### src/rtl/rtc_alarm.sv
// rtc_alarm: alarm stage that sits after the real-time-clock counters.
//
// Keeps a settable alarm time and runs a DISARMED / ARMED / RINGING /
// SNOOZING state machine that drives the buzzer. All logic runs on the
// rising edge of CLOCK_50. rst is synchronous and active-high.
//
// Optional build macro: ALARM_BEEP_EN
//   defined   - while ringing, the buzzer sounds 1 s on / 1 s off,
//               starting with the "on" second.
//   undefined - the buzzer stays high for the whole ringing period.
//
// Ports:
//   CLOCK_50    in   system clock
//   rst         in   synchronous active-high reset
//   tick_1hz    in   one-cycle pulse, once per second
//   hour_count  in   [5:0] current hour   (0-23)
//   min_count   in   [5:0] current minute (0-59)
//   sec_count   in   [5:0] current second (0-59)
//   alarm_en    in   level, 1 = alarm enabled
//   set_strobe  in   pulse, load set_value into the alarm time
//   set_hour    in   with set_strobe: 1 = hour, 0 = minute
//   set_value   in   [5:0] value to load (out-of-range values are ignored)
//   dismiss     in   pulse, stop ringing or snoozing
//   snooze      in   pulse, snooze while ringing
//   buzzer      out  alarm sound drive
//   armed       out  1 when the state is not DISARMED
//   snoozing    out  1 when the state is SNOOZING
//   alarm_hour  out  [5:0] stored alarm hour
//   alarm_min   out  [5:0] stored alarm minute
//
// state     | meaning
// ----------+------------------------------------------------------
// DISARMED  | alarm disabled, waiting for alarm_en
// ARMED     | waiting for the current time to reach the alarm time
// RINGING   | buzzer active, times out after RING_SECS seconds
// SNOOZING  | buzzer silent, re-rings after SNOOZE_SECS seconds

module rtc_alarm #(
  parameter int RING_SECS      = 60,
  parameter int SNOOZE_SECS    = 300,
  parameter int ALARM_HOUR_RST = 6,
  parameter int ALARM_MIN_RST  = 0
) (
  input  logic       CLOCK_50,
  input  logic       rst,
  input  logic       tick_1hz,
  input  logic [5:0] hour_count,
  input  logic [5:0] min_count,
  input  logic [5:0] sec_count,
  input  logic       alarm_en,
  input  logic       set_strobe,
  input  logic       set_hour,
  input  logic [5:0] set_value,
  input  logic       dismiss,
  input  logic       snooze,
  output logic       buzzer,
  output logic       armed,
  output logic       snoozing,
  output logic [5:0] alarm_hour,
  output logic [5:0] alarm_min
);

  // Width floor of 1 keeps the counters legal when a parameter is 1.
  localparam int RW = (RING_SECS > 1) ? $clog2(RING_SECS) : 1;
  localparam int SW = (SNOOZE_SECS > 1) ? $clog2(SNOOZE_SECS) : 1;
  localparam logic [RW-1:0] RING_LAST = RW'(RING_SECS - 1);
  localparam logic [SW-1:0] SNZ_LOAD  = SW'(SNOOZE_SECS - 1);

  typedef enum logic [1:0] {
    ST_DISARMED = 2'd0,
    ST_ARMED    = 2'd1,
    ST_RINGING  = 2'd2,
    ST_SNOOZING = 2'd3
  } state_e;

  state_e          state_q, state_d;
  logic [RW-1:0]   ring_cnt_q, ring_cnt_d;
  logic [SW-1:0]   snz_cnt_q, snz_cnt_d;
  logic [5:0]      alarm_hour_q, alarm_hour_d;
  logic [5:0]      alarm_min_q, alarm_min_d;
  logic            match, match_q, match_rise;
  logic            buzzer_q, buzzer_d;
  logic            armed_q, snoozing_q;
`ifdef ALARM_BEEP_EN
  logic            beep_phase_q, beep_phase_d;
`endif

  assign match      = (hour_count == alarm_hour_q) && (min_count == alarm_min_q) &&
                      (sec_count == 6'd0);
  // Rising edge only: a held match (e.g. after dismiss in the same second)
  // cannot re-trigger.
  assign match_rise = match & ~match_q;

  always_comb begin
    alarm_hour_d = alarm_hour_q;
    alarm_min_d  = alarm_min_q;
    if (set_strobe) begin
      if (set_hour) begin
        if (set_value <= 6'd23) alarm_hour_d = set_value;
      end else begin
        if (set_value <= 6'd59) alarm_min_d = set_value;
      end
    end
  end

  always_comb begin
    state_d    = state_q;
    ring_cnt_d = ring_cnt_q;
    snz_cnt_d  = snz_cnt_q;
    if (!alarm_en) begin
      state_d    = ST_DISARMED;
      ring_cnt_d = '0;
      snz_cnt_d  = '0;
    end else begin
      unique case (state_q)
        ST_DISARMED: state_d = ST_ARMED;
        ST_ARMED: begin
          if (match_rise) begin
            state_d    = ST_RINGING;
            ring_cnt_d = '0;
          end
        end
        ST_RINGING: begin
          if (dismiss) begin
            state_d = ST_ARMED;
          end else if (snooze) begin
            state_d   = ST_SNOOZING;
            snz_cnt_d = SNZ_LOAD;
          end else if (tick_1hz) begin
            if (ring_cnt_q == RING_LAST) state_d = ST_ARMED;
            else ring_cnt_d = ring_cnt_q + RW'(1);
          end
        end
        ST_SNOOZING: begin
          if (dismiss) begin
            state_d = ST_ARMED;
          end else if (tick_1hz) begin
            if (snz_cnt_q == '0) begin
              state_d    = ST_RINGING;
              ring_cnt_d = '0;
            end else begin
              snz_cnt_d = snz_cnt_q - SW'(1);
            end
          end
        end
        default: state_d = ST_DISARMED;
      endcase
    end
  end

`ifdef ALARM_BEEP_EN
  always_comb begin
    beep_phase_d = beep_phase_q;
    if (state_d == ST_RINGING && state_q != ST_RINGING)
      beep_phase_d = 1'b1;
    else if (state_q == ST_RINGING && state_d == ST_RINGING && tick_1hz)
      beep_phase_d = ~beep_phase_q;
  end
  assign buzzer_d = (state_d == ST_RINGING) & beep_phase_d;
`else
  assign buzzer_d = (state_d == ST_RINGING);
`endif

  always_ff @(posedge CLOCK_50) begin
    if (rst) begin
      state_q      <= ST_DISARMED;
      ring_cnt_q   <= '0;
      snz_cnt_q    <= '0;
      match_q      <= 1'b0;
      alarm_hour_q <= 6'(ALARM_HOUR_RST);
      alarm_min_q  <= 6'(ALARM_MIN_RST);
      buzzer_q     <= 1'b0;
      armed_q      <= 1'b0;
      snoozing_q   <= 1'b0;
`ifdef ALARM_BEEP_EN
      beep_phase_q <= 1'b0;
`endif
    end else begin
      state_q      <= state_d;
      ring_cnt_q   <= ring_cnt_d;
      snz_cnt_q    <= snz_cnt_d;
      match_q      <= match;
      alarm_hour_q <= alarm_hour_d;
      alarm_min_q  <= alarm_min_d;
      buzzer_q     <= buzzer_d;
      armed_q      <= (state_d != ST_DISARMED);
      snoozing_q   <= (state_d == ST_SNOOZING);
`ifdef ALARM_BEEP_EN
      beep_phase_q <= beep_phase_d;
`endif
    end
  end

  assign buzzer     = buzzer_q;
  assign armed      = armed_q;
  assign snoozing   = snoozing_q;
  assign alarm_hour = alarm_hour_q;
  assign alarm_min  = alarm_min_q;

endmodule

### config.mk
export PLATFORM = sky130hd
export DESIGN_NAME = rtc_alarm
export DESIGN_NICKNAME = d
export VERILOG_FILES = /design/src/rtl/rtc_alarm.sv
export SDC_FILE = /design/constraint.sdc
export NUM_CORES = 1
export LEC_CHECK = 0
export ABC_CLOCK_PERIOD_IN_PS = 5300
export BUFFER_PORTS_ARGS = -buffer_cell sky130_fd_sc_hd__buf_2
export CAP_MARGIN = 10
export CORE_ASPECT_RATIO = 0.6
export CORE_MARGIN = 2
export CORE_UTILIZATION = 55
export CTS_CLUSTER_SIZE = 12
export DETAILED_ROUTE_END_ITERATION = 16
export PLACE_DENSITY = 0.93
export SETUP_SLACK_MARGIN = 0.4
export SLEW_MARGIN = 10
export SYNTH_ARGS = -nofsm -noshare
export SYNTH_HDL_FRONTEND = slang
export SYNTH_SLANG_ARGS = --single-unit
### constraint.sdc
create_clock -name CLOCK_50 -period 5.3 [get_ports CLOCK_50]
set_clock_uncertainty 0.1 [all_clocks]
set_input_delay 0.265 -clock CLOCK_50 [delete_from_list [all_inputs] [get_ports CLOCK_50]]
set_output_delay 0.265 -clock CLOCK_50 [all_outputs]
set_load 0.01 [all_outputs]
==> impl_metrics.env <==
export IMPL_combPwrFrac_pct=10.6
export IMPL_initialDrtViolationCount=105
export IMPL_synthesis_area_mm2=0.001687
export IMPL_globalplace_congestion=0.9175
export IMPL_r2r_end="ring_cnt_q[3]"
export IMPL_peakVddDrop_v=0.0002223
export IMPL_antenna_cells=0
export IMPL_antenna_found_initial=0
export IMPL_rows=15
export IMPL_cts_max_level=2
export IMPL_post_route_period_util_pct=39.22
export IMPL_fin_ws_ns=3.221
export IMPL_grt_setup_unrepaired="no"
export IMPL_die_area_mm2=0.003540
export IMPL_timing_slew_headroom_pct=52.98
export IMPL_cts_tree="done"
export IMPL_startpoint_type="flip-flop"
export IMPL_drc_errors=0
export IMPL_pwr_share_seq_pct=52.0
export IMPL_min_path_type="input port to flip-flop"
export IMPL_pin_count=47
export IMPL_ys_seq_elements=33
export IMPL_p_sw_share_pct=23.41
export IMPL_grt_usage_pct=24.27
export IMPL_min_period_ns=2.079
export IMPL_die_height_um=46.90
export IMPL_hold_viol_final=0
export IMPL_cp_cell_sequence="ha_1 -> nand2_1 -> o31a_1 -> o211a_1 -> a21oi_1 -> nor2_1 -> a311oi_1"
export IMPL_clockBufferDepth=2
export IMPL_die_w_um=75.49
export IMPL_worst_pin_slew_ns=0.7040
export IMPL_clk_pin_slew_worst_paths_ns=0.06
export IMPL_firstDrtPassIters=4
export IMPL_dp_hpwl_mm=2.912
export IMPL_worstRegToRegCells=7
export IMPL_p_switching_mw=0.1161
export IMPL_portBuffers=46
export IMPL_area_growth_pct=20.99
export IMPL_drive_gt1_share_pct=24.49
export IMPL_cts_sinks=33
export IMPL_dp_worst_setup_slack_ns=3.274
export IMPL_dr_max_layer_used="met4"
export IMPL_drv_cap=0
export IMPL_tns_ns=0
export IMPL_syn_inst=196
export IMPL_rrSetupSlack_ns=3.22
export IMPL_path_max_fanout=6
export IMPL_fmax_mhz=481.1
export IMPL_synthesis_nets=231
export IMPL_cts_hold_buf=0
export IMPL_ys_types=42
export IMPL_grt_pass1_wl_mm=6.272
export IMPL_crit_type="flip-flop to flip-flop"
export IMPL_grt_pass1_vias=1404
export IMPL_grt_max_degree=15
export IMPL_grt_ovfl_total=0
export IMPL_wirelength_met1_mm=1.872
export IMPL_cp_slowest_cell="dfxtp_1"
export IMPL_setup_violations=0
export IMPL_critPathRequiredTime_ns=5.38
export IMPL_crit_start="ring_cnt_q[0]"
export IMPL_start_util_pct=58.35
export IMPL_endpoint_kind="flip-flop"
export IMPL_nets=280
export IMPL_cts_buffers=5
export IMPL_arrival_ns=2.16
export IMPL_p_int_mw=0.3797
export IMPL_outcome="complete, no violations"
export IMPL_leakagePower_nw=0.7946
export IMPL_wire_per_inst_um=13.29
export IMPL_vias=1601
export IMPL_viasPerCell=5.578
export IMPL_ys_seq_area_share_pct=39.17
export IMPL_clkLatencyLatePin_ns=0.28
export IMPL_clkPwrFrac_pct=37.3
export IMPL_post_cts_buffers=0
export IMPL_slowest_delay_ns=0.35
export IMPL_syn_area_per_cell_um2=8.605
export IMPL_wl_met2_mm=1.636
export IMPL_crit_end="ring_cnt_q[3]"
export IMPL_ctsResizeCount=0
export IMPL_ys_warn_count=0
export IMPL_core_mm2=0.002890
export IMPL_fillers=244
export IMPL_p_per_area_mw_per_mm2=242.9
export IMPL_worstReg2RegStart="ring_cnt_q[0]"
export IMPL_final_max_slew_viol_count=0
export IMPL_routed_wirelength_mm=3.814
export IMPL_cts_root_buf="clkbuf_8"
export IMPL_drtAntennaViolNets=0
export IMPL_dr_wl_met3_um=284
==> kinds of logic (layout without fill, tap and decap cells) <==
kind of cell / after synthesis / after routing / share of synthesized area (%)
adder cells (fa/ha/maj): 3 / 3 / 2.226
flip-flops: 33 / 33 / 39.17
AO/OA/AOI/OAI: 39 / 39 / 17.80
buffers and inverters: 13 / 62 / 2.893
XOR/XNOR: 16 / 16 / 8.309
multiplexers: 5 / 5 / 2.967
AND/OR/NAND/NOR: 87 / 87 / 26.63
==> metal layers <==
metal / global-route usage [%] / vias to the layer above
met2: 36.70 / 67
met3: 7.082 / 5
li1: - / 798
met1: 34.43 / 731
met5: 0 / -
met4: 6.316 / 0
==> power by group through the flow <==
stage          combinational (mW)  clock (mW)  sequential, mW
3_3_place_gp               0.0510           0           0.263
4_1_cts                    0.0528       0.190           0.258
3_5_place_dp               0.0522           0           0.263
6_report                   0.0527       0.185           0.258
5_1_grt                    0.0583       0.200           0.259
2_1_floorplan              0.0267           0           0.264
==> flip-flops by register name (all words and copies together) (netlist names) <==
| register | count |
|---|---|
| buzzer | 1 |
| alarm_min | 6 |
| snz_cnt_q | 9 |
| alarm_hour | 6 |
| snoozing | 1 |
| state_q | 2 |
| armed | 1 |
| match_q | 1 |
| ring_cnt_q | 6 |
==> cells in the mapped netlist <==
master / instances / area share (%)
a21oi_1: 11 / 3.3
nor2b_1: 4 / 1.5
a211o_1: 2 / 1.0
nand3_1: 9 / 2.7
a21oi_2: 1 / 0.52
a41oi_2: 1 / 0.96
o211ai_1: 1 / 0.45
a2111oi_0: 1 / 0.52
nor3_1: 7 / 2.1
nor3b_1: 4 / 1.8
o21bai_1: 1 / 0.45
nand2b_1: 6 / 2.2
a31oi_1: 2 / 0.74
a2111oi_4: 1 / 1.6
and2_1: 2 / 0.74
a31o_2: 1 / 0.52
nand4_1: 3 / 1.1
nand4b_1: 1 / 0.52
dfxtp_1: 33 / 39
and3_1: 3 / 1.1
nor4_1: 2 / 0.74
clkbuf_1: 4 / 0.89
ha_1: 3 / 2.2
a222oi_1: 1 / 0.59
inv_1: 9 / 2.0
nand2_1: 12 / 2.7
nand3b_1: 1 / 0.45
mux2i_1: 5 / 3.0
nor4b_1: 1 / 0.52
a311oi_1: 1 / 0.52
o21ai_0: 9 / 2.7
o221ai_2: 1 / 0.89
nor4_4: 1 / 1.3
nor4bb_1: 1 / 0.59
o31a_1: 1 / 0.52
o211a_1: 1 / 0.59
a211oi_2: 1 / 0.74
a41oi_1: 1 / 0.52
a21boi_2: 1 / 0.67
xor2_1: 8 / 4.2
nor2_1: 30 / 6.7
xnor2_1: 8 / 4.2
==> area by class of cell <==
cell class | instances | area, µm² | area share, %
sequential | 33 | 660.6 | 32.37
inverter | 9 | 33.78 | 1.655
timing repair buffer | 46 | 230.2 | 11.28
multi-input combinational | 150 | 977.2 | 47.88
clock buffer | 7 | 86.33 | 4.231
tap | 42 | 52.55 | 2.575
==> cells in the final DEF, fill, tap and decap left out, types with 2 or more instances in the layout <==
cell,instances
buf_2,46
dfxtp_1,33
nor2_1,30
nand2_1,12
a21oi_1,11
inv_1,9
o21ai_0,9
nand3_1,9
xnor2_1,8
xor2_1,8
nor3_1,7
nand2b_1,6
clkbuf_8,6
mux2i_1,5
nor2b_1,4
nor3b_1,4
nand4_1,3
and3_1,3
ha_1,3
nor4_1,2
and2_1,2
a31oi_1,2
a211o_1,2
==> through the flow <==
step	utilization [%]	power, mW	instances	cell area [µm²]	hold WS (ns)
after global routing	70.61	0.5169	287	2041	0.07595
after CTS	70.61	0.5003	287	2041	0.07057
after global placement	67.62	0.3141	280	1954	0.3638
after floorplan	-	0.2909	196	1687	0.2411
after detailed placement	67.62	0.3156	280	1954	0.3647
final	70.61	0.4958	287	2041	0.07571
==> worst min-delay path by stage <==
stage / startpoint / end / cells after the start
finish: alarm_en / buzzer / 2
global route: alarm_en / buzzer / 2
CTS: alarm_en / buzzer / 2
detailed placement: alarm_en / buzzer / 2
global placement: alarm_en / buzzer / 2
floorplan: rst / alarm_hour[5] / 1
==> critical path, delay by kind of cell, from the launching register on <==
| family | cells | cell delay (ns) |
|---|---|---|
| AO/OA/AOI/OAI | 4 | 1.10 |
| adder cells (fa/ha/maj) | 1 | 0.23 |
| flip-flops | 1 | 0.35 |
| AND/OR/NAND/NOR | 2 | 0.20 |
(Power assumes the default switching activity.)
